## src/rtl/seq_mult_pkg.sv

```systemverilog
// Shared definitions for the sequential shift-add multiplier: FSM state encoding and default width.
package seq_mult_pkg;

    localparam int WIDTH_DEFAULT = 32;

    typedef enum logic [1:0] {
        IDLE = 2'b00,
        BUSY = 2'b01,
        DONE = 2'b10
    } state_t;

endpackage

```

## src/rtl/seq_mult_datapath.sv

```systemverilog
// Shift-add datapath: multiplicand/multiplier/accumulator registers, partial-product gate and adder.
// With SEQ_MULT_EARLY_TERM_EN defined it also reports when the remaining multiplier bits are exhausted.
module seq_mult_datapath
    import seq_mult_pkg::*;
#(
    parameter int WIDTH = WIDTH_DEFAULT
) (
    input  logic                 clk,
    input  logic                 rst_n,
    input  logic                 load,
    input  logic                 step,
    input  logic [WIDTH-1:0]     a,
    input  logic [WIDTH-1:0]     b,
`ifdef SEQ_MULT_EARLY_TERM_EN
    output logic                 mplier_done,
`endif
    output logic [2*WIDTH-1:0]   acc
);

    logic [2*WIDTH-1:0] mcand;
    logic [WIDTH-1:0]   mplier;
    logic [2*WIDTH-1:0] partial;
    logic [2*WIDTH-1:0] sum;

    // Carry out of the top bit cannot occur for an exact WIDTH x WIDTH product.
    assign partial = mcand & {(2*WIDTH){mplier[0]}};
    assign sum     = acc + partial;

`ifdef SEQ_MULT_EARLY_TERM_EN
    // True when the multiplier will be zero after this step's shift.
    assign mplier_done = (mplier[WIDTH-1:1] == '0);
`endif

    always_ff @(posedge clk) begin
        if (load) begin
            mcand  <= {{WIDTH{1'b0}}, a};
            mplier <= b;
        end else if (step) begin
            mcand  <= mcand << 1;
            mplier <= mplier >> 1;
        end
    end

    always_ff @(posedge clk or negedge rst_n) begin
        if (!rst_n) begin
            acc <= '0;
        end else if (load) begin
            acc <= '0;
        end else if (step) begin
            acc <= sum;
        end
    end

endmodule

```

## src/rtl/seq_mult_32_bit_ctrl.sv

```systemverilog
// Multi-cycle unsigned multiplier: IDLE/BUSY/DONE control FSM driving a one-bit-per-cycle shift-add datapath.
// Optional feature macro: SEQ_MULT_EARLY_TERM_EN (finish as soon as the remaining multiplier bits are zero).
module seq_mult_32_bit_ctrl
    import seq_mult_pkg::*;
#(
    parameter int WIDTH = WIDTH_DEFAULT,
    parameter int CNT_W = $clog2(WIDTH) + 1
) (
    input  logic                 clk,
    input  logic                 rst_n,
    input  logic                 in_valid,
    output logic                 in_ready,
    input  logic [WIDTH-1:0]     A,
    input  logic [WIDTH-1:0]     B,
    output logic                 out_valid,
    input  logic                 out_ready,
    output logic [2*WIDTH-1:0]   product,
    output logic                 busy
);

    localparam logic [CNT_W-1:0] LAST_COUNT = CNT_W'(WIDTH - 1);

    state_t           state;
    state_t           state_next;
    logic [CNT_W-1:0] count;
    logic             load;
    logic             step;
    logic             last_step;

`ifdef SEQ_MULT_EARLY_TERM_EN
    logic             mplier_done;
    assign last_step = (count == LAST_COUNT) || mplier_done;
`else
    assign last_step = (count == LAST_COUNT);
`endif

    seq_mult_datapath #(
        .WIDTH (WIDTH)
    ) u_datapath (
        .clk         (clk),
        .rst_n       (rst_n),
        .load        (load),
        .step        (step),
        .a           (A),
        .b           (B),
`ifdef SEQ_MULT_EARLY_TERM_EN
        .mplier_done (mplier_done),
`endif
        .acc         (product)
    );

    always_ff @(posedge clk or negedge rst_n) begin
        if (!rst_n) begin
            state <= IDLE;
        end else begin
            state <= state_next;
        end
    end

    always_ff @(posedge clk or negedge rst_n) begin
        if (!rst_n) begin
            count <= '0;
        end else if (load) begin
            count <= '0;
        end else if (step) begin
            count <= count + 1'b1;
        end
    end

    // Any unreachable encoding falls back to IDLE.
    always_comb begin
        state_next = state;
        load       = 1'b0;
        step       = 1'b0;
        case (state)
            IDLE: begin
                if (in_valid) begin
                    load       = 1'b1;
                    state_next = BUSY;
                end
            end
            BUSY: begin
                step = 1'b1;
                if (last_step) begin
                    state_next = DONE;
                end
            end
            DONE: begin
                if (out_ready) begin
                    state_next = IDLE;
                end
            end
            default: state_next = IDLE;
        endcase
    end

    assign in_ready  = (state == IDLE);
    assign busy      = (state == BUSY);
    assign out_valid = (state == DONE);

endmodule

```

## config.mk

```make
export PLATFORM = sky130hd
export DESIGN_NAME = seq_mult_32_bit_ctrl
export DESIGN_NICKNAME = d
export VERILOG_FILES = /design/src/rtl/seq_mult_pkg.sv /design/src/rtl/seq_mult_datapath.sv /design/src/rtl/seq_mult_32_bit_ctrl.sv
export SDC_FILE = /design/constraint.sdc
export NUM_CORES = 1
export LEC_CHECK = 0
export CORE_AREA = 5 5 196 198
export CTS_BUF_LIST = sky130_fd_sc_hd__clkbuf_8 sky130_fd_sc_hd__clkbuf_16
export CTS_CLUSTER_SIZE = 40
export DETAILED_ROUTE_END_ITERATION = 10
export DIE_AREA = 0 0 201 203
export PLACE_DENSITY_LB_ADDON = 0.1
export SLEW_MARGIN = 40
export SYNTH_ARGS = -nofsm -noshare
export SYNTH_HDL_FRONTEND = slang
export SYNTH_SLANG_ARGS = --single-unit
```

## constraint.sdc

```tcl
create_clock -name clk -period 3.05 [get_ports clk]
set_input_delay 0.305 -clock clk [delete_from_list [all_inputs] [get_ports clk]]
set_output_delay 0.305 -clock clk [all_outputs]
set_load 0.05 [all_outputs]
```

==> results of run 1 <==
-- final cells by class --
class | instances | area [µm²]
clock buffer | 17 | 425.4
clock inverter | 15 | 181.4
fill | 3537 | 19870
inverter | 20 | 78.83
multi-input combinational | 1027 | 7019
sequential | 168 | 4367
tap | 468 | 585.6
timing repair buffer | 435 | 3817
-- per-layer routing --
metal	up-vias	GRT usage, %	part of all wire, %	wire [µm]
met5	-	0	0	0
met4	0	4.081	1.3	465
met3	26	3.322	3.0	1070
met2	155	28.20	47	16770
met1	4932	23.44	48	17230
li1	5240	-	-	-
-- report_power, final --
group | leakage (nW) | switching (W) | internal (W)
sequential | 1.84 | 0.000781 | 0.00358
clock | 0.302 | 0.00107 | 0.00124
combinational | 5.00 | 0.00687 | 0.00620
-- cells by family (layout without fill, tap and decap cells) --
kind of cell / count (synthesis) / count (layout)
adder cells (fa/ha/maj): 65 / 65
flip-flops: 168 / 168
multiplexers: 1 / 1
AND/OR/NAND/NOR: 567 / 567
AO/OA/AOI/OAI: 332 / 332
XOR/XNOR: 62 / 62
buffers and inverters: 102 / 487
-- placed cells by master, fill, tap and decap left out, types with 8 or more instances in the layout --
cell type / count
nand2_1: 346
buf_4: 271
clkdlybuf4s50_1: 132
a21oi_1: 90
dfrtp_1: 70
edfxtp_1: 64
o21ai_0: 61
and2_1: 51
o21ai_1: 37
ha_1: 34
dfxtp_1: 32
a21o_1: 30
nand3_1: 27
nand4_1: 26
nor2_1: 26
ha_4: 25
xnor2_1: 24
xor2_1: 23
buf_6: 21
clkbuf_16: 18
inv_1: 17
a21oi_2: 17
and2_4: 15
o21bai_1: 15
o21ai_2: 11
nand2_2: 10
o21a_1: 10
xnor2_2: 9
nor2b_1: 8
-- final timing paths --
kind / startpoint / to / depth (start not counted)
setup / recovery: u_datapath.mplier[0]$_DFFE_PP_ / u_datapath.acc[53]$_DFFE_PN0P_ / 15
hold / removal: rst_n / u_datapath.acc[13]$_DFFE_PN0P_ / 2
setup reg to reg: u_datapath.mplier[0]$_DFFE_PP_ / u_datapath.acc[53]$_DFFE_PN0P_ / 15
hold reg to reg: u_datapath.mcand[63]$_SDFFE_PP0P_ / u_datapath.mcand[63]$_SDFFE_PP0P_ / 2
max in group asynchronous: rst_n / u_datapath.acc[1]$_DFFE_PN0P_ / 3
min in group clk: u_datapath.mcand[63]$_SDFFE_PP0P_ / u_datapath.mcand[63]$_SDFFE_PP0P_ / 2
-- critical path: stages (launching register included) --
cell      delay [ps]
edfxtp_1         400
buf_8            170
buf_12           150
buf_6            110
and2_4           130
ha_4             290
buf_6            100
nand4_1           90
or3_4            430
a311oi_4         270
nor3_2           110
o31a_1           370
o31ai_4          340
buf_4            180
xnor2_2          100
o21ai_1           70
-- flip-flops by register name, indices dropped and copies added (netlist names) --
signal and count:
u_datapath.acc 64, u_datapath.mcand 64, u_datapath.mplier 32, count 6, state 2
-- through the flow --
step / cell area, µm² / instances / setup slack [ps] / total power [W] / setup TNS, ps
after floorplan: 11000 / 1297 / -143.7 / 0.01077 / -143.7
after global placement: 14480 / 2078 / -601.5 / 0.01551 / -10090
after detailed placement: 14480 / 2078 / -686.7 / 0.01553 / -11330
after CTS: 15940 / 2132 / -457.7 / 0.01915 / -6178
after global routing: 16470 / 2150 / -586.1 / 0.02118 / -11940
final: 16470 / 2150 / -417.4 / 0.01974 / -6507
-- timing repair --
item                       in CTS  in global routing
pin swaps                      39                 52
gates resized for setup       146                 98
buffers inserted               20                 19
hold buffers                    1                  0
hold endpoints to repair       40                  0
setup endpoints to repair      40                 48
gates cloned                    2                  1
==> flow_metrics.env, run 1 <==
export IMPL_status="finished, violations left"
export IMPL_violations="setup timing"
export IMPL_grt_total_usage_pct=17.16
export IMPL_postLayoutCoreUtil_pct=45.33
export IMPL_core_area_um2=36350
export IMPL_detail_route_wl_per_cell_um=16.53
export IMPL_synth_edf_count=64
export IMPL_drcViolationCount=0
export IMPL_cts_max_level=4
export IMPL_place_detailed_hpwl_um=25050
export IMPL_cp_max_fo=8
export IMPL_synth_compound_area_share_pct=18.44
export IMPL_yosys_area_share_adder_pct=7.582
export IMPL_netlist_area_um2=10830
export IMPL_drt_iter0_drc=517
export IMPL_vdd_ir_drop_worst_mv=0.5328
export IMPL_grt_pass1_wl_um=57010
export IMPL_max_freq_ghz=0.2884
export IMPL_io_pins=135
export IMPL_ant_nets=0
export IMPL_fin_crit_sh_pct=113.7
export IMPL_end_kind="flip-flop"
export IMPL_r2r_slack_ps=-420
export IMPL_synth_flop_cell="dfrtp_1"
export IMPL_wl_um=35530
export IMPL_cp_arrival_ps=3780
export IMPL_dieArea_um2=40800
export IMPL_synth_top_family_by_area="simple AND/OR/NAND/NOR gates"
export IMPL_portBuffers=134
export IMPL_start_kind="flip-flop"
export IMPL_grt_pass1_vias=10680
export IMPL_async_flop_share_pct=42.86
export IMPL_crit_required_ps=3360
export IMPL_clkLatencyLatePin_ps=450
export IMPL_clk_path_buf_depth=2
export IMPL_synth_seq_cells=168
export IMPL_synth_xor_area_share_pct=5.016
export IMPL_maxSlewHeadroom_pct=54.26
export IMPL_worst_setup_path_type="flip-flop to flip-flop"
export IMPL_maxCapViolCount=0
export IMPL_fin_nets=1802
export IMPL_syn2layout_area_growth_pct=52.18
export IMPL_clkSlewWorstSetupHoldPaths_ps=80
export IMPL_fp_dieW_um=201
export IMPL_seq_area_frac_synth_pct=40.31
export IMPL_tightest_slew_ps=686.2
export IMPL_muxShareOfSynthArea_pct=0.09246
export IMPL_yosys_area_share_simple_pct=23.75
export IMPL_grt_start_max_net_pins=97
export IMPL_num_vias=10350
export IMPL_synth_net_count=1430
export IMPL_die_h_um=203
export IMPL_hold_viol=0
export IMPL_avgSynthCellArea_um2=8.346
export IMPL_hold_path_class="input pin to async pin"
export IMPL_finClkSkew_ps=11.57
export IMPL_drv_slew=0
export IMPL_hold_slack_ps=407.2
export IMPL_ys_types=75
export IMPL_dr_pass1_iters=4
export IMPL_cts_tree="built"
export IMPL_rsz0062_at_grt="yes"
export IMPL_final_setup_viol_count=30
export IMPL_grt_ovfl_total=0
export IMPL_setup_ws_ps=-417.4
export IMPL_leakagePower_nw=7.146
export IMPL_numCtsBuffers=17
export IMPL_rows=70
export IMPL_vias_per_cell=4.815
export IMPL_initial_core_util_pct=29.78
export IMPL_yosysTopAreaCellShare_pct=17.75
export IMPL_drive_above_1_share_pct=30.14
export IMPL_finalCriticalPeriod_ps=3467
export IMPL_cts_sinks=168
export IMPL_synth_area_leaders="edfxtp_1, dfrtp_1, nand2_1"
export IMPL_yosysMostFrequentCell="nand2_1"
export IMPL_root_buffer="clkbuf_16"
export IMPL_synth_warnings=0
export IMPL_yosys_area_top_type="edfxtp_1"
export IMPL_powerDensity_nw_per_um2=1198
export IMPL_antenna_cells=0
export IMPL_synth_common_cells="nand2_1, a21oi_1, o21ai_0, dfrtp_1, and2_1"
export IMPL_synthCells=1297
export IMPL_antenna_found_initial=0
export IMPL_place_congestion=0.8555
Note: power is estimated with default switching activity, not from simulation.
==> run 2, diff against run 1 <==
- CORE_AREA: 5 5 196 198 -> 2 2 193 195
- CTS_CLUSTER_SIZE: 40 -> unset
- DIE_AREA: 0 0 201 203 -> 0 0 195 197
==> run 2 against run 1 <==
Against the previous run: the run still ends with setup timing left; design area down 3.3%; critical path depth fell by 1; non-clock buffer count decreased by 10; setup slack better by 19 ps; core utilization decreased by 1.4 points; global-route usage is 1.1 points higher; critical endpoint is now u_datapath.acc[63]$_DFFE_PN0P_; largest power group unchanged.
==> flow_metrics.env, run 2 (synthesis results as in run 1) <==
export IMPL_worstReg2RegStart="u_datapath.mplier[0]$_DFFE_PP_"
export IMPL_start_kind="flip-flop"
export IMPL_hold_slack_ps=454.9
export IMPL_fin_crit_sh_pct=113.1
export IMPL_path_cells="buf_6 -> buf_4 -> and2_1 -> ha_4 -> nand4_1 -> or4_4 -> nor2_2 -> nand2_1 -> a21oi_4 -> o31ai_4 -> a2111oi_4 -> nor3_2 -> or4b_1 -> o211ai_2"
export IMPL_cts_sinks=168
export IMPL_final_cell_mix="nand2_1, buf_4, clkdlybuf4s50_1"
export IMPL_cp_arrival_ps=3830
export IMPL_vias_per_cell=4.759
export IMPL_tightest_slew_ps=724.1
export IMPL_hold_viol=0
export IMPL_leakagePower_nw=6.915
export IMPL_setup_ws_ps=-398.9
export IMPL_grt_pass1_wl_um=55560
export IMPL_largestRegisters="u_datapath.acc (64), u_datapath.mcand (64), u_datapath.mplier (32)"
export IMPL_drt_iter0_drc=439
export IMPL_grt_start_max_net_pins=123
export IMPL_rr_worst_depth=14
export IMPL_core_area_um2=36260
export IMPL_antenna_found_initial=1
export IMPL_grt_ovfl_total=0
export IMPL_drv_slew=0
export IMPL_cts_max_level=4
export IMPL_ant_nets=0
export IMPL_seqPwrFrac_pct=23.0
export IMPL_status="finished, violations left"
export IMPL_maxCapViolCount=0
export IMPL_antenna_cells=0
export IMPL_fin_tns_setup_ps=-4310
export IMPL_drcViolationCount=0
export IMPL_finClkSkew_ps=23.27
export IMPL_critPathMaxStageDelay_ps=530
export IMPL_wl_um=34230
export IMPL_maxSlewHeadroom_pct=51.73
export IMPL_crit_family="simple AND/OR/NAND/NOR gates"
export IMPL_die_h_um=197
export IMPL_clk_path_buf_depth=2
export IMPL_end_kind="flip-flop"
export IMPL_grt_pass1_vias=10280
export IMPL_num_vias=10190
export IMPL_cp_max_fo=19
export IMPL_initial_core_util_pct=29.86
export IMPL_p_sw_share_pct=44.39
export IMPL_finalCriticalPeriod_ps=3449
export IMPL_combinationalPowerShare_pct=65.1
export IMPL_violations="setup timing"
export IMPL_hold_path_class="input pin to async pin"
export IMPL_io_pins=135
export IMPL_cp_depth=14
export IMPL_detail_route_wl_per_cell_um=15.99
export IMPL_fin_nets=1792
export IMPL_drive_above_1_share_pct=27.03
export IMPL_rows=70
export IMPL_worst_setup_path_type="flip-flop to flip-flop"
export IMPL_grt_total_usage_pct=18.29
export IMPL_cp_num_buf_inv=2
export IMPL_postLayoutCoreUtil_pct=43.92
export IMPL_syn2layout_area_growth_pct=47.11
export IMPL_place_detailed_hpwl_um=25250
export IMPL_max_freq_ghz=0.2900
export IMPL_power_switching_w=0.008347
export IMPL_portBuffers=134
export IMPL_dieArea_um2=38420
export IMPL_intPower_w=0.01046
export IMPL_root_buffer="clkbuf_16"
export IMPL_rsz0062_at_grt="yes"
export IMPL_numCtsBuffers=17
export IMPL_crit_slowest_cell="or4_4"
export IMPL_dr_pass1_iters=4
export IMPL_r2r_end="u_datapath.acc[63]$_DFFE_PN0P_"
export IMPL_powerDensity_nw_per_um2=1181
export IMPL_crit_required_ps=3430
export IMPL_final_setup_viol_count=28
export IMPL_r2r_slack_ps=-400
export IMPL_vdd_ir_drop_worst_mv=0.4983
export IMPL_place_congestion=0.8438
export IMPL_clockPowerShare_pct=11.8
export IMPL_clkLatencyLatePin_ps=460
export IMPL_clkSlewWorstSetupHoldPaths_ps=70
export IMPL_cts_tree="built"
export IMPL_fp_dieW_um=195
export IMPL_final_common_cell="nand2_1"
[run 2: routing by layer]
metal,routed length [µm],track usage [%],share of wire (%),vias to the layer above
met2,15650,29.40,46,127
li1,-,-,-,5221
met1,16960,25.33,50,4801
met5,12,0,0.035,-
met4,608,5.202,1.8,2
met3,989,3.046,2.9,34
[run 2: worst max path at each step]
stage                                   startpoint                              to
finish              u_datapath.mplier[0]$_DFFE_PP_  u_datapath.acc[63]$_DFFE_PN0P_
global placement    u_datapath.mplier[0]$_DFFE_PP_  u_datapath.acc[63]$_DFFE_PN0P_
global route        u_datapath.mplier[0]$_DFFE_PP_  u_datapath.acc[63]$_DFFE_PN0P_
CTS                 u_datapath.mplier[0]$_DFFE_PP_  u_datapath.acc[63]$_DFFE_PN0P_
detailed placement  u_datapath.mplier[0]$_DFFE_PP_  u_datapath.acc[63]$_DFFE_PN0P_
floorplan           u_datapath.mplier[0]$_DFFE_PP_  u_datapath.acc[63]$_DFFE_PN0P_
[run 2: final cells by class]
cell class                 instances  area, µm²
sequential                       168       4367
clock buffer                      17      425.4
clock inverter                    15      160.2
tap                              468      585.6
fill                            3708      20330
timing repair buffer             425       3617
inverter                          20      78.83
multi-input combinational       1027       6691
[run 2: stage by stage]
step	cells	setup slack, ps	area [µm²]	power [W]
5_1_grt	2140	-597.1	15930	0.02024
4_1_cts	2135	-511.8	15700	0.01872
2_1_floorplan	1297	-143.7	11000	0.01077
3_3_place_gp	2098	-524.6	14650	0.01574
6_report	2140	-398.9	15930	0.01880
3_5_place_dp	2098	-590.7	14650	0.01578
[run 2: repair_timing]
item,4_1_cts,5_1_grt
endpoints found under the hold margin,42,0
hold buffers,1,0
endpoints found under the setup margin,42,45
gates resized for setup,90,47
setup buffers,4,5
gates cloned,0,0
pin swaps,14,6
[run 2: power groups by stage]
stage / Clock, W / Combinational (W) / Sequential, W
3_5_place_dp: 0 / 0.0115 / 0.00432
2_1_floorplan: 0 / 0.00519 / 0.00558
3_3_place_gp: 0 / 0.0114 / 0.00432
5_1_grt: 0.00237 / 0.0134 / 0.00447
4_1_cts: 0.00230 / 0.0121 / 0.00433
6_report: 0.00223 / 0.0122 / 0.00433
==> run 3, diff against run 2 <==
- CORE_AREA: 2 2 193 195 -> 2 2 194 196
- DIE_AREA: 0 0 195 197 -> 0 0 196 198
- SYNTH_HIERARCHICAL: unset -> 1
==> run 3 against run 2 <==
Against the previous run: the run still ends with setup timing left; area after synthesis grew 1.0%; highest routed layer is now met4; largest cell class unchanged; fmax is 1.6% higher; synthesized cell count decreased by 13%; routed wire length grew 3.5%; design area grew 6.8%; clock skew decreased by 15 ps; critical endpoint is now u_datapath/acc[56]$_DFFE_PN0P_; register-to-register slack better by 50 ps; via count fell by 4.3%; count of clock-buffer cells in the layout increased by 1; final cell count is 6.8% lower; critical path depth rose by 2.
==> flow_metrics.env, run 3 <==
export IMPL_postLayoutCoreUtil_pct=46.03
export IMPL_placed_area_um2=14630
export IMPL_crit_top_cell="buf_6"
export IMPL_hold_path_class="input pin to async pin"
export IMPL_cts_sinks=168
export IMPL_crit_family="compound AO/OA/AOI/OAI gates"
export IMPL_core_area_um2=36960
export IMPL_avgSynthCellArea_um2=9.722
export IMPL_detail_route_wl_per_cell_um=17.75
export IMPL_maxSlewHeadroom_pct=58.41
export IMPL_end_kind="flip-flop"
export IMPL_yosys_area_top_type="edfxtp_1"
export IMPL_synth_area_leaders="edfxtp_1, dfrtp_1, ha_1"
export IMPL_fp_dieW_um=196
export IMPL_finalCriticalPeriod_ps=3395
export IMPL_synth_flop_cell="dfrtp_1"
export IMPL_violations="setup timing"
export IMPL_crit_required_ps=3410
export IMPL_clkSlewWorstSetupHoldPaths_ps=80
export IMPL_fin_nets=1641
export IMPL_grt_total_usage_pct=18.43
export IMPL_max_freq_ghz=0.2945
export IMPL_antenna_found_initial=1
export IMPL_finClkSkew_ps=8.732
export IMPL_syn2layout_area_growth_pct=55.52
export IMPL_drt_iter0_drc=354
export IMPL_synth_warnings=6
export IMPL_place_congestion=0.8498
export IMPL_ys_types=71
export IMPL_clk_path_buf_depth=2
export IMPL_place_ws_ps=-472.8
export IMPL_cp_max_fo=8
export IMPL_hold_viol=0
export IMPL_yosysTopAreaCellShare_pct=17.57
export IMPL_synth_edf_count=64
export IMPL_netlist_area_um2=10940
export IMPL_initial_core_util_pct=29.59
export IMPL_cp_num_buf_inv=4
export IMPL_wl_um=35420
export IMPL_fin_crit_sh_pct=111.3
export IMPL_grt_ovfl_total=0
export IMPL_grt_start_max_net_pins=62
export IMPL_rows=71
export IMPL_path_cells="buf_6 -> buf_12 -> buf_6 -> and2_4 -> ha_4 -> a21o_1 -> a21o_1 -> a221oi_2 -> o21ai_2 -> a221o_1 -> a31o_4 -> a21oi_4 -> buf_6 -> o21bai_4 -> xor2_1 -> a22o_1"
export IMPL_dr_pass1_iters=4
export IMPL_critPathMaxStageDelay_ps=410
export IMPL_root_buffer="clkbuf_16"
export IMPL_grt_pass1_vias=10130
export IMPL_yosysMostFrequentCell="nor2_1"
export IMPL_die_h_um=198
export IMPL_synth_net_count=1258
export IMPL_num_vias=9744
export IMPL_tightest_slew_ps=623.9
export IMPL_place_detailed_hpwl_um=25070
export IMPL_status="finished, violations left"
export IMPL_final_common_cell="buf_4"
export IMPL_setup_ws_ps=-345.3
export IMPL_portBuffers=134
export IMPL_cp_arrival_ps=3750
export IMPL_synth_seq_cells=168
export IMPL_ant_nets=0
export IMPL_dieArea_um2=38810
export IMPL_drcViolationCount=0
export IMPL_grt_pass1_wl_um=55670
export IMPL_drv_slew=0
export IMPL_worst_setup_path_type="flip-flop to flip-flop"
export IMPL_fillers=3556
export IMPL_cts_max_level=4
export IMPL_drive_above_1_share_pct=38.40
export IMPL_final_setup_viol_count=29
export IMPL_synth_common_cells="nor2_1, a21oi_1, dfrtp_1, nand2_1"
export IMPL_clkLatencyLatePin_ps=460
export IMPL_crit_slowest_cell="edfxtp_1"
export IMPL_post_route_cell_area_um2=17010
export IMPL_seq_area_frac_synth_pct=39.90
export IMPL_io_pins=135
export IMPL_numCtsBuffers=17
export IMPL_rsz0062_at_grt="yes"
export IMPL_antenna_cells=0
export IMPL_start_kind="flip-flop"
export IMPL_cts_tree="built"
export IMPL_vias_per_cell=4.884
export IMPL_synthCells=1125
export IMPL_largestRegisters="u_datapath/acc (64), u_datapath/mcand (64), u_datapath/mplier (32)"
export IMPL_maxCapViolCount=0
export IMPL_fin_tns_setup_ps=-4456
export IMPL_final_cell_mix="buf_4, clkdlybuf4s50_1, nor2_1"
export IMPL_async_flop_share_pct=42.86
## run 3: cell types whose count changed in the layout (fill, tap and decap cells not counted), sizes merged, moves of 8 or more
cell,change
a22o,+16
xor2,-9
nand2,-283
mux2,+62
nand3,-15
mux2i,+68
a21oi,-16
nand4,-8
o21ai,-51
a211oi,+8
nor2,+75
## run 3: through the flow
| stage | cells | hold WS (ps) |
|---|---|---|
| floorplan | 1125 | 9.409 |
| global placement | 1919 | 428.9 |
| detailed placement | 1919 | 434.6 |
| CTS | 1980 | 425.6 |
| global route | 1995 | 304.5 |
| finish | 1995 | 271.4 |
## run 3: routing by layer
metal	vias to the layer above	routed length [µm]	GRT usage [%]
met5	-	0	0
met4	0	588	4.910
met3	31	1160	4.003
met2	157	17040	31.30
met1	4697	16630	23.71
li1	4859	-	-
## run 3: timing repair
item,4_1_cts,5_1_grt
hold buffers,1,0
gates resized for setup,165,103
buffers inserted,26,20
setup endpoints to repair,37,41
pin swaps,66,82
cloned,3,0
hold endpoints to repair,48,0
## run 3: kinds of logic (layout without fill, tap and decap cells)
| family | after synthesis | count (layout) | share of synthesized area (%) |
|---|---|---|---|
| simple gates | 335 | 335 | 15.07 |
| compound gates | 286 | 286 | 17.13 |
| flops | 168 | 168 | 39.90 |
| mux | 131 | 131 | 12.70 |
| buf+inv | 82 | 478 | 3.054 |
| fa+ha+maj | 65 | 65 | 7.505 |
| xor+xnor | 58 | 58 | 4.645 |
## run 3: worst reg2reg max path, delay by kind of cell, from the launching register on
family | cells | cell delay [ps]
fa+ha+maj | 1 | 210
simple gates | 1 | 150
buf+inv | 4 | 580
compound gates | 9 | 1810
flops | 1 | 410
xor+xnor | 1 | 140
## run 3: area by class of cell
cell class,instances,area [µm²],share of cell area [%]
Multi-Input combinational cell,875,7545,44.36
Sequential cell,168,4364,25.66
Timing Repair Buffer,423,3819,22.45
Tap cell,474,593.1,3.487
Clock buffer,18,439.2,2.582
Clock inverter,14,153.9,0.9048
Inverter,23,95.09,0.5591
## run 3: worst paths after layout
check	depth (start not counted)	to	startpoint	slack, ps
max	16	u_datapath/acc[56]$_DFFE_PN0P_	u_datapath/mplier[0]$_DFFE_PP_	-350
min	2	u_datapath/acc[12]$_DFFE_PN0P_	rst_n	270
max reg2reg	16	u_datapath/acc[56]$_DFFE_PN0P_	u_datapath/mplier[0]$_DFFE_PP_	-350
min reg2reg	1	count[5]$_DFFE_PN0P_	count[5]$_DFFE_PN0P_	480
max in group asynchronous	4	u_datapath/acc[49]$_DFFE_PN0P_	rst_n	2050
min in group clk	3	state[1]$_DFFE_PN0P_	out_ready	440
Power of run 3 is left out: the tool's default activity adds up to more than one toggle a clock period on the data nets, which glitch-free logic cannot reach.
